$ cat src/rtl/data_bus_arbiter.sv
// Two-requester round-robin arbiter in front of a single strobe/busy bus,
// with wait-state counting and abort of accesses that stay busy too long.
module data_bus_arbiter #(
   parameter int ADDR_WIDTH = 32,
   parameter int DATA_WIDTH = 32,
   parameter int TIMEOUT    = 255
) (
   input  logic                  clk,
   input  logic                  rst,
   input  logic                  m0_req,
   input  logic                  m0_w,
   input  logic [1:0]            m0_size,
   input  logic [ADDR_WIDTH-1:0] m0_addr,
   input  logic [DATA_WIDTH-1:0] m0_wdata,
   output logic                  m0_gnt,
   output logic                  m0_done,
   output logic                  m0_err,
   output logic [DATA_WIDTH-1:0] m0_rdata,
   input  logic                  m1_req,
   input  logic                  m1_w,
   input  logic [1:0]            m1_size,
   input  logic [ADDR_WIDTH-1:0] m1_addr,
   input  logic [DATA_WIDTH-1:0] m1_wdata,
   output logic                  m1_gnt,
   output logic                  m1_done,
   output logic                  m1_err,
   output logic [DATA_WIDTH-1:0] m1_rdata,
   output logic                  bus_wd,
   output logic                  bus_rd,
   output logic [1:0]            bus_size,
   output logic [ADDR_WIDTH-1:0] bus_addr,
   output logic [DATA_WIDTH-1:0] bus_wdata,
   input  logic [DATA_WIDTH-1:0] bus_rdata,
   input  logic                  bus_ready,
   input  logic                  bus_busy,
   output logic                  busy
);

   typedef enum logic [1:0] {IDLE, ISSUE, WAIT, DONE} state_t;

   localparam logic [7:0] TIMEOUT_CNT = 8'(TIMEOUT);

   state_t                state;
   logic                  last_grant;
   logic                  win;
   logic                  hold_w;
   logic [7:0]            wait_cnt;
   logic [7:0]            wait_cnt_nxt;
   logic                  pick;
   logic                  cap_w;
   logic [1:0]            cap_size;
   logic [ADDR_WIDTH-1:0] cap_addr;
   logic [DATA_WIDTH-1:0] cap_wdata;

   // On a tie the requester that did not win last time gets the bus.
   assign pick         = (m0_req && m1_req) ? ~last_grant : m1_req;
   assign cap_w        = pick ? m1_w     : m0_w;
   assign cap_size     = pick ? m1_size  : m0_size;
   assign cap_addr     = pick ? m1_addr  : m0_addr;
   assign cap_wdata    = pick ? m1_wdata : m0_wdata;
   assign wait_cnt_nxt = wait_cnt + 8'd1;

   always_ff @(posedge clk) begin
      if (rst) begin
         state      <= IDLE;
         last_grant <= 1'b1;
         win        <= 1'b0;
         hold_w     <= 1'b0;
         wait_cnt   <= 8'd0;
         m0_gnt     <= 1'b0;
         m1_gnt     <= 1'b0;
         m0_done    <= 1'b0;
         m1_done    <= 1'b0;
         m0_err     <= 1'b0;
         m1_err     <= 1'b0;
         m0_rdata   <= '0;
         m1_rdata   <= '0;
         bus_wd     <= 1'b0;
         bus_rd     <= 1'b0;
         bus_size   <= 2'd0;
         bus_addr   <= '0;
         bus_wdata  <= '0;
         busy       <= 1'b0;
      end else begin
         m0_done <= 1'b0;
         m1_done <= 1'b0;
         m0_err  <= 1'b0;
         m1_err  <= 1'b0;
         bus_wd  <= 1'b0;
         bus_rd  <= 1'b0;
         case (state)
            IDLE: begin
               if ((m0_req || m1_req) && bus_ready) begin
                  win       <= pick;
                  hold_w    <= cap_w;
                  bus_size  <= cap_size;
                  bus_addr  <= cap_addr;
                  bus_wdata <= cap_wdata;
                  bus_wd    <= cap_w;
                  bus_rd    <= ~cap_w;
                  m0_gnt    <= ~pick;
                  m1_gnt    <= pick;
                  busy      <= 1'b1;
                  state     <= ISSUE;
               end
            end
            ISSUE: begin
               state <= WAIT;
            end
            // Done and err are raised on the way into DONE so they are visible during it.
            WAIT: begin
               if (!bus_busy) begin
                  if (!hold_w) begin
                     if (win) m1_rdata <= bus_rdata;
                     else     m0_rdata <= bus_rdata;
                  end
                  m0_done    <= ~win;
                  m1_done    <= win;
                  last_grant <= win;
                  state      <= DONE;
               end else begin
                  wait_cnt <= wait_cnt_nxt;
                  if (wait_cnt_nxt == TIMEOUT_CNT) begin
                     m0_done    <= ~win;
                     m1_done    <= win;
                     m0_err     <= ~win;
                     m1_err     <= win;
                     last_grant <= win;
                     state      <= DONE;
                  end
               end
            end
            DONE: begin
               wait_cnt  <= 8'd0;
               m0_gnt    <= 1'b0;
               m1_gnt    <= 1'b0;
               busy      <= 1'b0;
               bus_size  <= 2'd0;
               bus_addr  <= '0;
               bus_wdata <= '0;
               state     <= IDLE;
            end
            default: state <= IDLE;
         endcase
      end
   end

endmodule

$ cat config.mk
export PLATFORM = sky130hd
export DESIGN_NAME = data_bus_arbiter
export DESIGN_NICKNAME = d
export VERILOG_FILES = /design/src/rtl/data_bus_arbiter.sv
export SDC_FILE = /design/constraint.sdc
export NUM_CORES = 1
export LEC_CHECK = 0
export ABC_CLOCK_PERIOD_IN_PS = 2810
export CAP_MARGIN = 20
export CORE_AREA = 3 3 121 123
export CTS_BUF_LIST = sky130_fd_sc_hd__clkbuf_8
export DETAILED_ROUTE_END_ITERATION = 10
export DIE_AREA = 0 0 124 126
export PLACE_DENSITY = 0.86
export SLEW_MARGIN = 30
export SYNTH_ARGS = -nofsm -noshare
export SYNTH_HDL_FRONTEND = slang
export SYNTH_SLANG_ARGS = --single-unit
$ cat constraint.sdc
create_clock -name clk -period 2.81 [get_ports clk]
set_clock_uncertainty 0.05 [all_clocks]
set_input_delay 0.562 -clock clk [delete_from_list [all_inputs] [get_ports clk]]
set_output_delay 0.562 -clock clk [all_outputs]
set_load 0.005 [all_outputs]
After elaboration in Yosys (flattened, before gate mapping). Cells that the tools add are included.

Bits in registers: 152. Bits of input ports: 172. Output and inout port bits: 139. Word-level logic and storage cells: 82.

$add $sub $neg: 1. Equal/unequal tests: 8. Muxes and demuxes: 29. Bitwise logic cells: 9. Reduce and logical (&&, ||, !) cells: 16.

Operators with widths (count): $mux 32 (4); $pmux 32 s2 (2); $pmux 8 s2 (1); $mux 1 (11); $mux 2 (5); $reduce_and 2->1 (5); $not 1->1 (9); $add 8x1->8 const B (1); $eq 8x8->1 const B (1); $mux 8 (1); $pmux 2 s4 (1); $reduce_and 4->1 (2); $pmux 1 s2 (3); $reduce_or 3->1 (2); $eq 2x2->1 const B (2); $ne 2x2->1 const B (2); $pmux 2 s2 (1); $reduce_bool 2->1 (2); $ne 3x3->1 const B (1); $eq 2x1->1 const B (1); $logic_and 1x1->1 (2); $logic_not 2->1 (1); $ne 2x1->1 const B (1); $reduce_or 2->1 (1); $logic_or 1x1->1 (1).

Depth between registers and ports, before layout. Gate-level depths: netlist of run 1.

Depth after elaboration: 5. Depth in mapped cells: 10. Mapped depth without buffers: 7.

Worst setup path before layout of run 1. Ideal clock, no wire load.

Path type: flip-flop to flip-flop. Start point: register wait_cnt[1]. End point: register m1_done. Library setup time: 0.061 ns. Arrival time: 1.740 ns. Required time: 2.699 ns. Setup slack: 0.959 ns. Stages on the path, launching flop included: 8. Buffers on the path: 1. Path through: dfxtp_1 ha_1 buf_4 nand3_4 or3b_4 a31oi_4 a21boi_1 and4bb_1.

Cells in the longest elaborated chain, start to end: 4.

RTL lines: start: declaration (RTL line 47) `logic [7:0] wait_cnt;`; start signal: assignment (RTL line 122) `wait_cnt <= wait_cnt_nxt;`; $add 8x1->8 (RTL line 61) `assign wait_cnt_nxt = wait_cnt + 8'd1;`; $eq 8x8->1 (RTL line 123) `if (wait_cnt_nxt == TIMEOUT_CNT) begin`; $mux 1 (RTL line 123); $mux 1 (RTL line 112) `if (!bus_busy) begin`; end signal: assignment (RTL line 118) `m1_done <= win;`; end signal: assignment (RTL line 125) `m1_done <= win;`; end: declaration (RTL line 25) `output logic m1_done,`.

No other way between the ends. A chain may end at the register's enable or synchronous reset.

Final worst setup path of run 1.
Start point: register wait_cnt[0]. End point: register m1_done.

Same word-level chain as after synthesis.

==> metrics.md, run 1 <==
| Metric | Value |
|---|---|
| CTS buffer count | `17` |
| Register area share after synthesis | `51.4%` |
| Slew @ Worst Pin | `between 500 and 600 ps` |
| Io pins | `~310` |
| Max H-tree Level | `4` |
| Most frequent cells in the layout | `clkdlybuf4s50_1, dfxtp_1, nand2_1` |
| Synth Area per Inst | `a little under 9 um2` |
| TritonCTS Sinks | `about 150` |
| Cts hold-fix bufs | `0` |
| DRT antenna net count | `0` |
| DIE HEIGHT | `126 um` |
| EDFF count, synth | `0` |
| Post-Route Utilization | `between 60% and 70%` |
| Placed wire-length estimate | `roughly 15000 um` |
| Average wire per standard cell | `17.7 um` |
| GR Overflow Total | `0` |
| Setup violators final | `0` |
| Cells along the critical path | `ha_1 > nand3_4 > or3b_4 > a31oi_4 > a21boi_1 > and4bb_1` |
| Fin. Hold Viols | `0` |
| Buffers on Ports | `310` |
| Post-Route WL | `20400 um` |
| CP max FO | `10` |
| Required @ worst endpoint | `3120 ps` |
| Final net count | `1136` |
| Max stage delay on crit path | `about 500 ps` |
| Synth cell types | `49` |
| CTS max path bufs | `2` |
| Ys flop type | `dfxtp_1` |
| Max Fclk | `453 MHz` |
| Status | `finished clean` |
| Slew HR | `between 60% and 70%` |
| Die ar. | `approximately 16000 um2` |
| Min-delay worst type | `flop to flop` |
| CTS Root Cell | `clkbuf_8` |
| Initial antenna violation count | `2` |
| Area Overhead vs Synth | `61.7%` |
| Crit path time final | `between 2000 and 2500 ps` |
| Maximum vdd drop | `between 0.3 and 0.4 mV` |
| CTS tree | `yes` |
| Vias in the first global route | `6150` |
| All-Layer GR Usage | `24.9%` |
| Post_cts resized | `0` |
| #FFs+latches synth | `152` |
| Via count | `6268` |
| Rows | `43` |
| Top delay family on crit path | `simple AND/OR/NAND/NOR gates` |
| Final Cycle Share | `around four fifths` |
| GPL Wtd Cong | `0.887` |
| Core box area | `approximately 14000 um2` |
| MaxCap Viol Count | `0` |
| Final max-slew violation count | `0` |
| Syn. warnings | `0` |
| Buffers and inverters on the worst path | `0` |
| Iter 0 DRT Violations | `roughly 650` |
| Setup Fix Bufs, Post-CTS | `0` |
| Via density | `approximately 5.4` |
| Setup TNS | `0 ps` |
| Cell Area, Synth | `5920 um2` |
| First-pass GRT wire length | `30600 um` |
| CP arrival | `approximately 2500 ps` |
| Remaining routing DRC violations | `0` |
| Worst setup SP type | `flop` |
| Die width | `124 um` |
| Layout cells sized above 1 | `under 10%` |
| Async S/R FF share, synth | `0%` |
| Critical path class | `flop to flop` |
| Synth Instances | `between 600 and 700` |
| Clock Latency Late Sink | `430 ps` |
| Clock transition at path regs | `90 ps` |
| Post-synth net total | `roughly 860` |
| Worst Setup End Kind | `flop` |
| Pin count of the biggest net entering global routing | `just under 80` |
| RSZ-0062 raised after global routing | `false` |
| Pwr dens | `629 nW/um2` |
| Slowest CP cell | `dfxtp_1` |
| DRT Pass-1 Iters | `9` |
| LEAKAGE | `between 3 and 4 nW` |
| Initial Util | `43.0%` |
| Fillers | `1094` |
| Most common cell after layout, fill and taps aside | `clkdlybuf4s50_1` |
synthesized netlist by cell type (4+ instances only):
cell type  number  area [um2]
ha_1            6        75.1
nor2_1         82         308
inv_1           5        18.8
nor2b_1         6        37.5
a22oi_1         6        45.0
nor3_1         10        50.1
dfxtp_1       152        3040
o21ai_0         7        35.0
nand4_1         4        25.0
mux2i_1         4        40.0
buf_2          16        80.1
clkbuf_1       39         146
nand2_1       143         537
a21oi_1        74         370
mux2_2          6        67.6
nand3_1        10        50.1
a222oi_1       60         601
flip-flops by register name, indices dropped and copies added (netlist names):
signal / count
win: 1
m0_gnt: 1
bus_wd: 1
m0_done: 1
bus_size: 2
hold_w: 1
last_grant: 1
wait_cnt: 8
bus_rd: 1
m1_done: 1
bus_addr: 32
bus_wdata: 32
state: 2
m1_gnt: 1
m0_err: 1
m0_rdata: 32
m1_rdata: 32
m1_err: 1
busy: 1
metrics by stage:
step | setup slack [ps] | power (W) | cell area (um2) | instances | hold slack, ps
finish | 602 | 0.00602 | 9580 | 1153 | 405
global route | 495 | 0.00632 | 9580 | 1153 | 423
CTS | 613 | 0.00607 | 9570 | 1151 | 408
detailed placement | 389 | 0.00433 | 9160 | 1119 | 396
global placement | 488 | 0.00428 | 9160 | 1119 | 391
floorplan | 959 | 0.00339 | 5920 | 677 | 403
worst paths after layout:
kind              depth (start not counted)            to    startpoint  slack, ps
setup / recovery                          6       m1_done   wait_cnt[0]        600
hold / removal                            2  m1_rdata[23]  m1_rdata[23]        400
setup reg to reg                          6       m1_done   wait_cnt[0]        600
hold reg to reg                           2  m1_rdata[23]  m1_rdata[23]        400
cell type report:
cell class | instances | area, um2 | area share, %
multi-input cells | 459 | 2630 | 27.4
inverters | 6 | 22.5 | 0.235
repair buffers | 322 | 3240 | 33.8
flip-flops and latches | 152 | 3040 | 31.8
diodes | 2 | 5.00 | 0.0523
clock buffers | 17 | 234 | 2.44
well taps | 180 | 225 | 2.35
clock inverters | 15 | 183 | 1.91
routing by layer:
| metal | wire length [um] | track usage (%) |
|---|---|---|
| met1 | 7590 | 28.0 |
| met5 | 0 | 0 |
| met3 | 1860 | 8.13 |
| met4 | 781 | 13.6 |
| met2 | 10100 | 41.4 |
worst register-to-register path, stage by stage, from the launching register on:
cell and delay, ps:
dfxtp_1 500, ha_1 420, nand3_4 130, or3b_4 410, a31oi_4 230, a21boi_1 110, and4bb_1 290
cell families after synthesis:
kind of cell               after synthesis  synth area share [%]
DFF                                    152                  51.4
AOI/OAI and AO/OA                      165                  20.4
and+or+nand+nor                        278                  20.4
buffers and inverters                   66                  4.73
muxes                                   10                  1.82
adders and majority gates                6                  1.27
power by group:
| group | internal [W] | switching [W] |
|---|---|---|
| Combinational | 0.000938 | 0.000814 |
| Sequential | 0.00239 | 0.000145 |
| Clock | 0.000829 | 0.000906 |
(Power assumes the default switching activity.)
==> run 2: changes to the inputs <==
ABC_CLOCK_PERIOD_IN_PS = 1880   (was 2810)
CORE_AREA = 3 3 131 133   (was 3 3 121 123)
DIE_AREA = 0 0 134 136   (was 0 0 124 126)
PLACE_DENSITY = 0.78   (was 0.86)
clock period = 1.88 ns   (was 2.81 ns; I/O delays follow)
==> metrics.md, run 2 (synthesis gave the netlist of run 1 again) <==
| Metric | Value |
|---|---|
| Iter 0 DRT Violations | `656 (was 646)` |
| Switching power | `0.00280 W (was 0.00187 W)` |
| Pwr dens | `934 nW/um2 (was 629 nW/um2)` |
| CTS buffer count | `17 (unchanged)` |
| Io pins | `311 (unchanged)` |
| Register share of total power | `40.9% (was 42.1%)` |
| MaxCap Viol Count | `0 (unchanged)` |
| Slowest CP cell | `dfxtp_1 (unchanged)` |
| Initial Util | `37.2% (was 43.0%)` |
| Maximum vdd drop | `0.469 mV (was 0.357 mV)` |
| Core box area | `15900 um2 (was 13800 um2)` |
| Area Overhead vs Synth | `67.9% (was 61.7%)` |
| RSZ-0062 raised after global routing | `false (unchanged)` |
| Slew HR | `73.9% (was 62.4%)` |
| Most frequent cells in the layout | `clkdlybuf4s50_1, dfxtp_1, nand2_1 (unchanged)` |
| CTS Root Cell | `clkbuf_8 (unchanged)` |
| Clock transition at path regs | `90 ps (about the same)` |
| Vias in the first global route | `6096 (was 6150)` |
| Post-route insts no fill | `1218 (was 1153)` |
| Most Frequent Cell on Critical Path | `inv_2` |
| Setup TNS | `0 ps (unchanged)` |
| Pin count of the biggest net entering global routing | `63 (was 77)` |
| Worst reg-to-reg path cell count | `9 (was 6)` |
| Placed instance count | `1180 (was 1119)` |
| Most common cell after layout, fill and taps aside | `clkdlybuf4s50_1 (unchanged)` |
| Cells along the critical path | `inv_2 > ha_2 > inv_2 > nor2_4 > a21oi_4 > buf_12 > clkbuf_16 > a222oi_1 > nor2_1 (was ha_1 > nand3_4 > or3b_4 > a31oi_4 > a21boi_1 > and4bb_1)` |
| Worst Setup End Kind | `flop (unchanged)` |
| Critical path class | `flop to flop (unchanged)` |
| DRT antenna net count | `0 (unchanged)` |
| Reg2reg end | `bus_addr[2] (was m1_done)` |
| Required @ worst endpoint | `2170 ps (was 3120 ps)` |
| Via count | `6331 (was 6268)` |
| GPL Wtd Cong | `0.869 (was 0.887)` |
| Post-Route WL | `21900 um (was 20400 um)` |
| Placed wire-length estimate | `15300 um (was 14700 um)` |
| CP max FO | `13 (was 10)` |
| Worst setup SP type | `flop (unchanged)` |
| Combinational Power Share | `31.9% (was 29.1%)` |
| Switching share of power | `30.1% (was 31.0%)` |
| Worst reg-to-reg setup slack | `70 ps (was 600 ps)` |
| DIE HEIGHT | `136 um (was 126 um)` |
| GR Overflow Total | `0 (unchanged)` |
| Reg2Reg Launch Point | `state[0] (was wait_cnt[0])` |
| Layout cells sized above 1 | `9.90% (was 6.49%)` |
| Clk pwr share | `27.2% (was 28.8%)` |
| Setup violators final | `0 (unchanged)` |
| Hold Crit Start | `rst (was m1_rdata[23])` |
| Clock Latency Late Sink | `440 ps (was 430 ps)` |
| Crit path time final | `1810 ps (was 2210 ps)` |
| TritonCTS Sinks | `152 (unchanged)` |
| Cell Int Power | `0.00649 W (was 0.00415 W)` |
| Hold Path End | `m1_rdata[21] (was m1_rdata[23])` |
| Min-delay worst type | `input port to flop (was flop to flop)` |
| LEAKAGE | `3.51 nW (was 3.35 nW)` |
| Via density | `5.20 (was 5.44)` |
| Die width | `134 um (was 124 um)` |
| Fin. Hold Viols | `0 (unchanged)` |
| Rows | `46 (was 43)` |
| Die ar. | `18200 um2 (was 15600 um2)` |
| DRT Pass-1 Iters | `8 (was 9)` |
| Buffers on Ports | `310 (unchanged)` |
| CP arrival | `2100 ps (was 2520 ps)` |
| Initial antenna violation count | `3 (was 2)` |
| Remaining routing DRC violations | `0 (unchanged)` |
| Hold Crit Depth | `2 (unchanged)` |
| CTS max path bufs | `2 (unchanged)` |
| Final Cycle Share | `96.4% (was 78.6%)` |
| Final max-slew violation count | `0 (unchanged)` |
| Status | `finished clean (unchanged)` |
| Max H-tree Level | `4 (unchanged)` |
| Max Fclk | `552 MHz (was 453 MHz)` |
| Final net count | `1166 (was 1136)` |
| Max stage delay on crit path | `360 ps (was 500 ps)` |
| All-Layer GR Usage | `22.3% (was 24.9%)` |
| First-pass GRT wire length | `32200 um (was 30600 um)` |
| Slew @ Worst Pin | `392 ps (was 565 ps)` |
| CTS tree | `yes (unchanged)` |
| Average wire per standard cell | `18.0 um (was 17.7 um)` |
-- run 2: per-layer routing --
layer  vias up  routed length (um)  track usage [%]
met4         2                 607             8.74
li1       3041                   -                -
met3        38                2070             8.18
met5         -                  13                0
met2       291               10800             36.5
met1      2959                8410             26.8
-- run 2: power groups by stage --
stage	combinational, W	clock [W]	sequential [W]
6_report	0.00297	0.00253	0.00380
3_5_place_dp	0.00275	0	0.00385
4_1_cts	0.00277	0.00259	0.00378
2_1_floorplan	0.00122	0	0.00384
3_3_place_gp	0.00271	0	0.00384
5_1_grt	0.00320	0.00274	0.00384
-- run 2: area by class of cell --
cell class / count / area [um2]
fill: 1389 / 6000
timing repair buffer: 352 / 3560
sequential: 152 / 3050
multi-input combinational: 459 / 2640
clock buffer: 20 / 275
tap: 216 / 270
clock inverter: 11 / 123
inverter: 6 / 22.5
antenna: 2 / 5.00
-- run 2: worst max-delay path by stage --
stage                 from            end  cells past startpoint
2_1_floorplan  wait_cnt[1]        m1_done                      7
3_3_place_gp        m0_req  bus_wdata[20]                      7
3_5_place_dp        m0_req  bus_wdata[10]                      7
4_1_cts           state[0]  bus_wdata[10]                      8
5_1_grt           state[0]    bus_addr[6]                      9
6_report          state[0]    bus_addr[2]                      9
-- run 2: worst max-delay path: cells and delay by family (launching register included) --
kind,cells,cell delay (ps)
flops,1,360
simple gates,2,200
compound gates,2,410
buf+inv,4,490
fa+ha+maj,1,210
-- run 2: repair_timing --
action,CTS,global route
hold buffers,0,0
endpoints found under the setup margin,0,65
endpoints found under the hold margin,0,0
buffers inserted,0,1
gates resized for setup,0,10
-- run 2: metrics by stage --
stage	total power, W	hold slack [ps]	area, um2	utilization [%]	setup slack (ps)
after floorplan	0.00506	403	5920	-	28.6
after global placement	0.00655	391	9430	59.1	-151
after detailed placement	0.00660	396	9430	59.1	-225
after CTS	0.00914	261	9820	61.6	0.683
after global routing	0.00977	275	9950	62.4	0.230
final	0.00929	287	9950	62.4	68.0
==> run 3: changes to the inputs <==
GPL_ROUTABILITY_DRIVEN = 0   (was unset)
==> results of run 3 <==
No change in the layout: final DEF, timing and power equal those of run 2.
